<file path="config.mk">
export PLATFORM = sky130hd
export DESIGN_NAME = prio_event_encoder
export DESIGN_NICKNAME = d
export VERILOG_FILES = /design/src/rtl/enc_pkg.sv /design/src/rtl/prio_enc_core.sv /design/src/rtl/prio_event_encoder.sv
export SDC_FILE = /design/constraint.sdc
export NUM_CORES = 1
export LEC_CHECK = 0
export ABC_AREA = 1
export BUFFER_PORTS_ARGS = -buffer_cell sky130_fd_sc_hd__clkbuf_2
export CORE_MARGIN = 2
export CORE_UTILIZATION = 35
export DETAILED_ROUTE_END_ITERATION = 7
export GPL_ROUTABILITY_DRIVEN = 0
export PLACE_DENSITY = 0.62
export SETUP_SLACK_MARGIN = 0.05
export SLEW_MARGIN = 10
export SYNTH_ARGS = -nofsm -noshare
export SYNTH_HDL_FRONTEND = slang
export SYNTH_HIERARCHICAL = 1
export SYNTH_SLANG_ARGS = --single-unit
</file>
<file path="constraint.sdc">
create_clock -name clk -period 1.7 [get_ports clk]
set_input_delay 0.085 -clock clk [delete_from_list [all_inputs] [get_ports clk]]
set_output_delay 0.085 -clock clk [all_outputs]
set_load 0.005 [all_outputs]
</file>
<file path="src/rtl/enc_pkg.sv">
// Shared constants and helpers for the priority event encoder.
// No logic; compile-time only.
// Imported by prio_enc_core and prio_event_encoder.
//
// Contents:
//   PRIO_MSB / PRIO_LSB  values for the MSB_FIRST parameter
//   safe_clog2(n)        index width, never less than 1 bit
package enc_pkg;

   localparam int PRIO_MSB = 1;
   localparam int PRIO_LSB = 0;

   // A 1-line encoder still needs a 1-bit index port.
   function automatic int safe_clog2(input int n);
      return (n <= 1) ? 1 : $clog2(n);
   endfunction

endpackage

</file>
<file path="src/rtl/prio_enc_core.sv">
// Combinational N-to-log2(N) priority encoder, direction set by MSB_FIRST.
// Latency: 0 cycles (pure combinational).
// Backpressure: none; follows vec every cycle.
//
// Ports:
//   vec  in   N  request vector
//   idx  out  W  index of the winning set bit (0 when vec is all zero)
//   any  out  1  at least one bit of vec is set
module prio_enc_core
   import enc_pkg::*;
#(
   parameter int N         = 8,
   parameter int MSB_FIRST = PRIO_MSB,
   localparam int W        = safe_clog2(N)
) (
   input  logic [N-1:0] vec,
   output logic [W-1:0] idx,
   output logic         any
);

   // The last matching bit visited by the loop wins, so the scan direction
   // is the reverse of the priority direction.
   always_comb begin
      idx = '0;
      any = |vec;
      if (MSB_FIRST != PRIO_LSB) begin
         for (int i = 0; i < N; i++) begin
            if (vec[i]) idx = i[W-1:0];
         end
      end else begin
         for (int i = N - 1; i >= 0; i--) begin
            if (vec[i]) idx = i[W-1:0];
         end
      end
   end

endmodule

</file>
<file path="src/rtl/prio_event_encoder.sv">
// Sticky event capture with one prioritised index issued per cycle on valid/ready.
// Latency: req at edge t with an empty slot -> out_valid at t+1; 1 index/cycle when out_ready.
// Backpressure: out_valid/out_idx hold while !out_ready; requests keep accumulating in pending.
//
// Ports:
//   clk        in   1  rising-edge clock
//   rst        in   1  synchronous reset, active-high
//   req        in   N  request lines, OR'd into pending every cycle
//   out_ready  in   1  consumer accepts out_idx this cycle
//   clr_ovf    in   1  clears overflow (a coincident new overflow wins)
//   out_valid  out  1  out_idx holds an issued event
//   out_idx    out  W  encoded index of the issued event
//   pending    out  N  pending events, excluding the one in the output slot
//   overflow   out  1  sticky: a request arrived for a bit already pending
module prio_event_encoder
   import enc_pkg::*;
#(
   parameter int N         = 8,
   parameter int MSB_FIRST = PRIO_MSB,
   localparam int W        = safe_clog2(N)
) (
   input  logic         clk,
   input  logic         rst,
   input  logic [N-1:0] req,
   input  logic         out_ready,
   input  logic         clr_ovf,
   output logic         out_valid,
   output logic [W-1:0] out_idx,
   output logic [N-1:0] pending,
   output logic         overflow
);

   logic [N-1:0] pend_in;
   logic [N-1:0] sel_onehot;
   logic [W-1:0] sel_idx;
   logic         sel_any;
   logic         take;
   logic         hit;

   // Requests arriving this cycle compete alongside older pending bits, so an
   // accept and a new request in the same cycle cause no bubble.
   assign pend_in    = pending | req;
   assign take       = !out_valid || out_ready;
   assign sel_onehot = N'(1) << sel_idx;

   // Compared against registered pending only: a request for the index sitting
   // in the output slot is a fresh event, not a lost one.
   assign hit = |(req & pending);

   prio_enc_core #(
      .N         (N),
      .MSB_FIRST (MSB_FIRST)
   ) u_core (
      .vec (pend_in),
      .idx (sel_idx),
      .any (sel_any)
   );

   always_ff @(posedge clk) begin
      if (rst) begin
         pending   <= '0;
         out_valid <= 1'b0;
         out_idx   <= '0;
         overflow  <= 1'b0;
      end else begin
         if (take && sel_any) begin
            // Winning bit moves from pending into the output slot.
            out_valid <= 1'b1;
            out_idx   <= sel_idx;
            pending   <= pend_in & ~sel_onehot;
         end else begin
            if (take) out_valid <= 1'b0;
            pending <= pend_in;
         end

         if (hit)          overflow <= 1'b1;
         else if (clr_ovf) overflow <= 1'b0;
      end
   end

endmodule
</file>
# == Word level (Yosys, flattened, before mapping) ==
# Index checks and enable logic that the tools add are counted.
# op_classes
shift,1
muxes,12
bitwise_logic,4
reduce_logical,7
# ops
operator,n
$and 8x8->8,2
$reduce_or 8->1,2
$mux 3,4
$mux 8,1
$not 8->8,1
$or 8x8->8,1
$shl 1x3->8 const A,1
$mux 1,5
$mux 2,2
$reduce_bool 2->1,2
$logic_and 1x1->1,1
$logic_not 1->1,1
$logic_or 1x1->1,1
# totals
regBits,13
in_bits,12
wordCells,28

# == Logic depth before layout (Yosys ltp) ==
# depth
word_depth,12
mapped_depth,13
ltp_nobuf,13

# == Cells and area by module ==
# Netlist, hierarchy kept.
# by_module_without_submodules
mod,instances,cells_each,area_each_um2,seq_area_each_um2
prio_event_encoder,1,85,604.3,260.2
prio_enc_core,1,20,77.6,0.0

# == Worst setup path before layout ==
# Ideal clock, no wire load.
# synth_timing
path_type,reg2reg
from,register pending[3]
to,register out_idx[0]
setup_ps,116
t_arrival_ps,1261
required_ps,1584
setup_slack_ps,324
stages_incl_launch_ff,10
n_path_buf,0
period_less_slack_ps,1376
cell_sequence,dfxtp_1 > or2_2 > inv_1 > nand2_1 > nor3_1 > nand3_1 > nand2_4 > inv_6 > nor2_1 > nor2_1
# synth_via
elab_cells_between_ends,8
classes_between,mux (5); bitwise (1); reduce/logical (2)
# synth_lines
element,line_no,source
from (decl),prio_event_encoder.sv:29,"output logic [N-1:0] pending,"
from (signal assigned),prio_event_encoder.sv:70,pending <= pend_in & ~sel_onehot;
from (signal assigned),prio_event_encoder.sv:73,pending <= pend_in;
$or 8x8->8,prio_event_encoder.sv:42,assign pend_in = pending | req;
net pend_in[3],prio_event_encoder.sv:33,logic [N-1:0] pend_in;
$reduce_or 8->1,prio_enc_core.sv:25,any = |vec;
net sel_any,prio_event_encoder.sv:36,logic sel_any;
$logic_and 1x1->1,prio_event_encoder.sv:66,if (take && sel_any) begin
to (signal assigned),prio_event_encoder.sv:69,out_idx <= sel_idx;
to (decl),prio_event_encoder.sv:28,"output logic [W-1:0] out_idx,"
# The timed path passes the listed nets, and every way through them passes these cells.
# A chain may end at the register's enable or synchronous reset.

# == Worst setup path in the final report ==
# layout_timing
from,register pending[3]
to,register out_idx[1]
# Same word-level chain as after synthesis.

==> results_dict.tcl <==
set metrics [dict create \
    num_io_pins 25 \
    clock_path_buffers 2 \
    grt_max_degree 12 \
    path_buf_inv 2 \
    grt_pass1_wl_um 2060 \
    multi_input_area_um2 338 \
    synth.avg_cell_area_um2 6.49 \
    cts_buffers 3 \
    rsz0062_at_grt "no" \
    critical_path_class "reg2reg" \
    clk_latency_ps 280 \
    die_w_um 48.1 \
    ys.warnings.count 6 \
    drive_gt1_share_pct 30.1 \
    ys_ff_latch 13 \
    endpoint_kind "flop" \
    routedWlPerCell_um 8.75 \
    die-height_um 48.1 \
    start_util_pct 38.2 \
    finalCriticalPeriod_ps 1480 \
    timing.rr.end "out_idx[1]" \
    fmax_mhz 675 \
    cellLeakagePower_uw 0.000505 \
    drc 0 \
    finish.net_count 146 \
    grt_usage_pct 12.7 \
    min_from "out_ready" \
    syn2layout_area_growth_pct 25.9 \
    grt_remaining_overflow 0 \
    synth_area_um2 682 \
    cts_sinks 13 \
    p_sw_uw 201 \
    htreeDepth 1 \
    status "finished, final reports clean" \
    cp_data_required_time_ps 1880 \
    seq_power_share_pct 50.1 \
    yosys.area.top_type "dfxtp_1" \
    synth-seq-area-share_pct 38.2 \
    max-slew-margin-rel_pct 79.0 \
    post_cts_buffers 0 \
    hp-class "in2reg" \
    vias_per_cell 4.40 \
    seq_area_um2 260 \
    finalCritPeriodShare_pct 87.1 \
    cts-resized-gates 0 \
    core_um2 1780 \
    setup_viol 0 \
    ir_worst_vdd_mv 0.420 \
    timing.rr.start "pending[3]" \
    diodes 0 \
    yosys.area.top_type_share_pct 38.2 \
    crit_arrival_ps 1660 \
    hold_end "out_valid" \
    finClkSkew_ps 0.760 \
    floorplan.die_area_um2 2320 \
    dp_slack_ps 235 \
    synth.area.top_cells "dfxtp_1 38%, nand2_1 19%, inv_1 8.8%, nor2_1 7.7%, a31oi_1 5.5%" \
    power.density_nw_per_um2 803 \
    maxSlewViolCount 0 \
    postCtsHoldBufs 1 \
    synth_nets 117 \
    timing.critical_path.mode_cell "nor2_1" \
    cpPeakStageDelay_ps 320 \
    crit_slowest_cell "dfxtp_1" \
    root_buffer "clkbuf_4" \
    worstMarginPinSlew_ps 315 \
    drv_cap 0 \
    vias 695 \
    detailed_place_hpwl_um 1110 \
    cts.clk_slew.worst_paths_ps 80 \
    synth_cells 105 \
    setup_tns_ps 0 \
    p_clk_share_pct 28.3 \
    dr.pass1.iters 4 \
    hold_violations 0 \
    first_iter_violations 11 \
    synth_cell_types 17 \
    switching_share_pct 29.2 \
    antenna_found_initial 0 \
    tritoncts "done" \
    grt_pass1_vias 536 \
    power_uw 689 \
    final_cells 158 \
    worstPathCellList "or2_2 > inv_1 > nand2_1 > nor3_1 > nand3_1 > nand2_4 > inv_6 > nor2_1 > nor2_1" \
    rows 15 \
    portBuffers 24 \
    rrSetupSlack_ps 220 \
    internal_power_uw 487 \
    holdPathStages 4 \
    crit_path_max_fanout 10 \
    ant_nets 0 \
    reg2reg_depth 9 \
    start_kind "flop" \
    fin_ws_ps 218 \
    fillers 186 \
    fin_util_pct 48.1 \
    wl_um 1380 \
    dp.cells 153 \
    p_comb_share_pct 21.6 \
    cpLargestDelayFamily "simple AND/OR/NAND/NOR gates" \
]
synthesized netlist by cell type, drive strengths merged:
cell	number
o21ai	2
nand2	38
a21oi	3
dfxtp	13
buf	1
or2	6
a31oi	6
nand3	2
nor2	15
nor3	1
inv	18
per-layer routing:
layer	vias up	GRT usage, %	part of all wire, %
li1	377	-	-
met1	295	15.9	48
met2	21	20.8	45
met3	2	3.33	5.6
met4	0	4.86	1.0
met5	-	0	0
per-stage QoR:
stage          hold WS (ps)  cell area (µm²)
2_1_floorplan           147              682
3_3_place_gp            279              822
3_5_place_dp            289              822
4_1_cts                98.8              858
5_1_grt                 113              858
6_report               93.8              858
cells by family (layout without fill, tap and decap cells):
| group | count (synthesis) | after routing | share of synthesized area [%] |
|---|---|---|---|
| AO/OA/AOI/OAI | 11 | 11 | 9.73 |
| buffers and inverters | 19 | 47 | 12.3 |
| flip-flops | 13 | 13 | 38.2 |
| AND/OR/NAND/NOR | 62 | 62 | 39.8 |
power by group through the flow:
stage	Sequential [µW]	Combinational, µW	Clock (µW)
5_1_grt	349	172	214
2_1_floorplan	355	91.8	0
3_5_place_dp	352	148	0
4_1_cts	345	151	198
3_3_place_gp	351	148	0
6_report	345	149	195
state kept, by name, indices dropped and copies added, names as in the netlist:
register	flops
overflow	1
out_idx	3
pending	8
out_valid	1
how the worst max path moves through the flow:
stage	endpoint	depth (start not counted)	slack, ps	startpoint
floorplan	out_idx[0]	9	320	pending[3]
global placement	out_idx[0]	9	270	pending[3]
detailed placement	out_idx[1]	9	230	pending[3]
CTS	out_idx[1]	9	210	pending[3]
global route	pending[6]	10	100	pending[3]
finish	out_idx[1]	9	220	pending[3]
cell type report:
| class | count | share of cell area [%] |
|---|---|---|
| Timing Repair Buffer | 25 | 15.2 |
| Clock buffer | 4 | 3.06 |
| Inverter | 18 | 8.45 |
| Tap cell | 25 | 3.64 |
| Multi-Input combinational cell | 73 | 39.4 |
| Sequential cell | 13 | 30.3 |
worst register-to-register path, cell delays in order, from the launching register on:
cell and delay (ps):
dfxtp_1 320, or2_2 300, inv_1 70, nand2_1 60, nor3_1 130, nand3_1 150
nand2_4 140, inv_6 60, nor2_1 90, nor2_1 50
layout by cell type (no fill, tap or decap), types with 3 or more instances in the layout:
cell,count
a31oi_1,6
nand2_1,35
clkbuf_2,24
inv_1,16
dfxtp_1,13
clkbuf_4,3
nor2_1,14
or2_2,6
(Power assumes the default switching activity.)
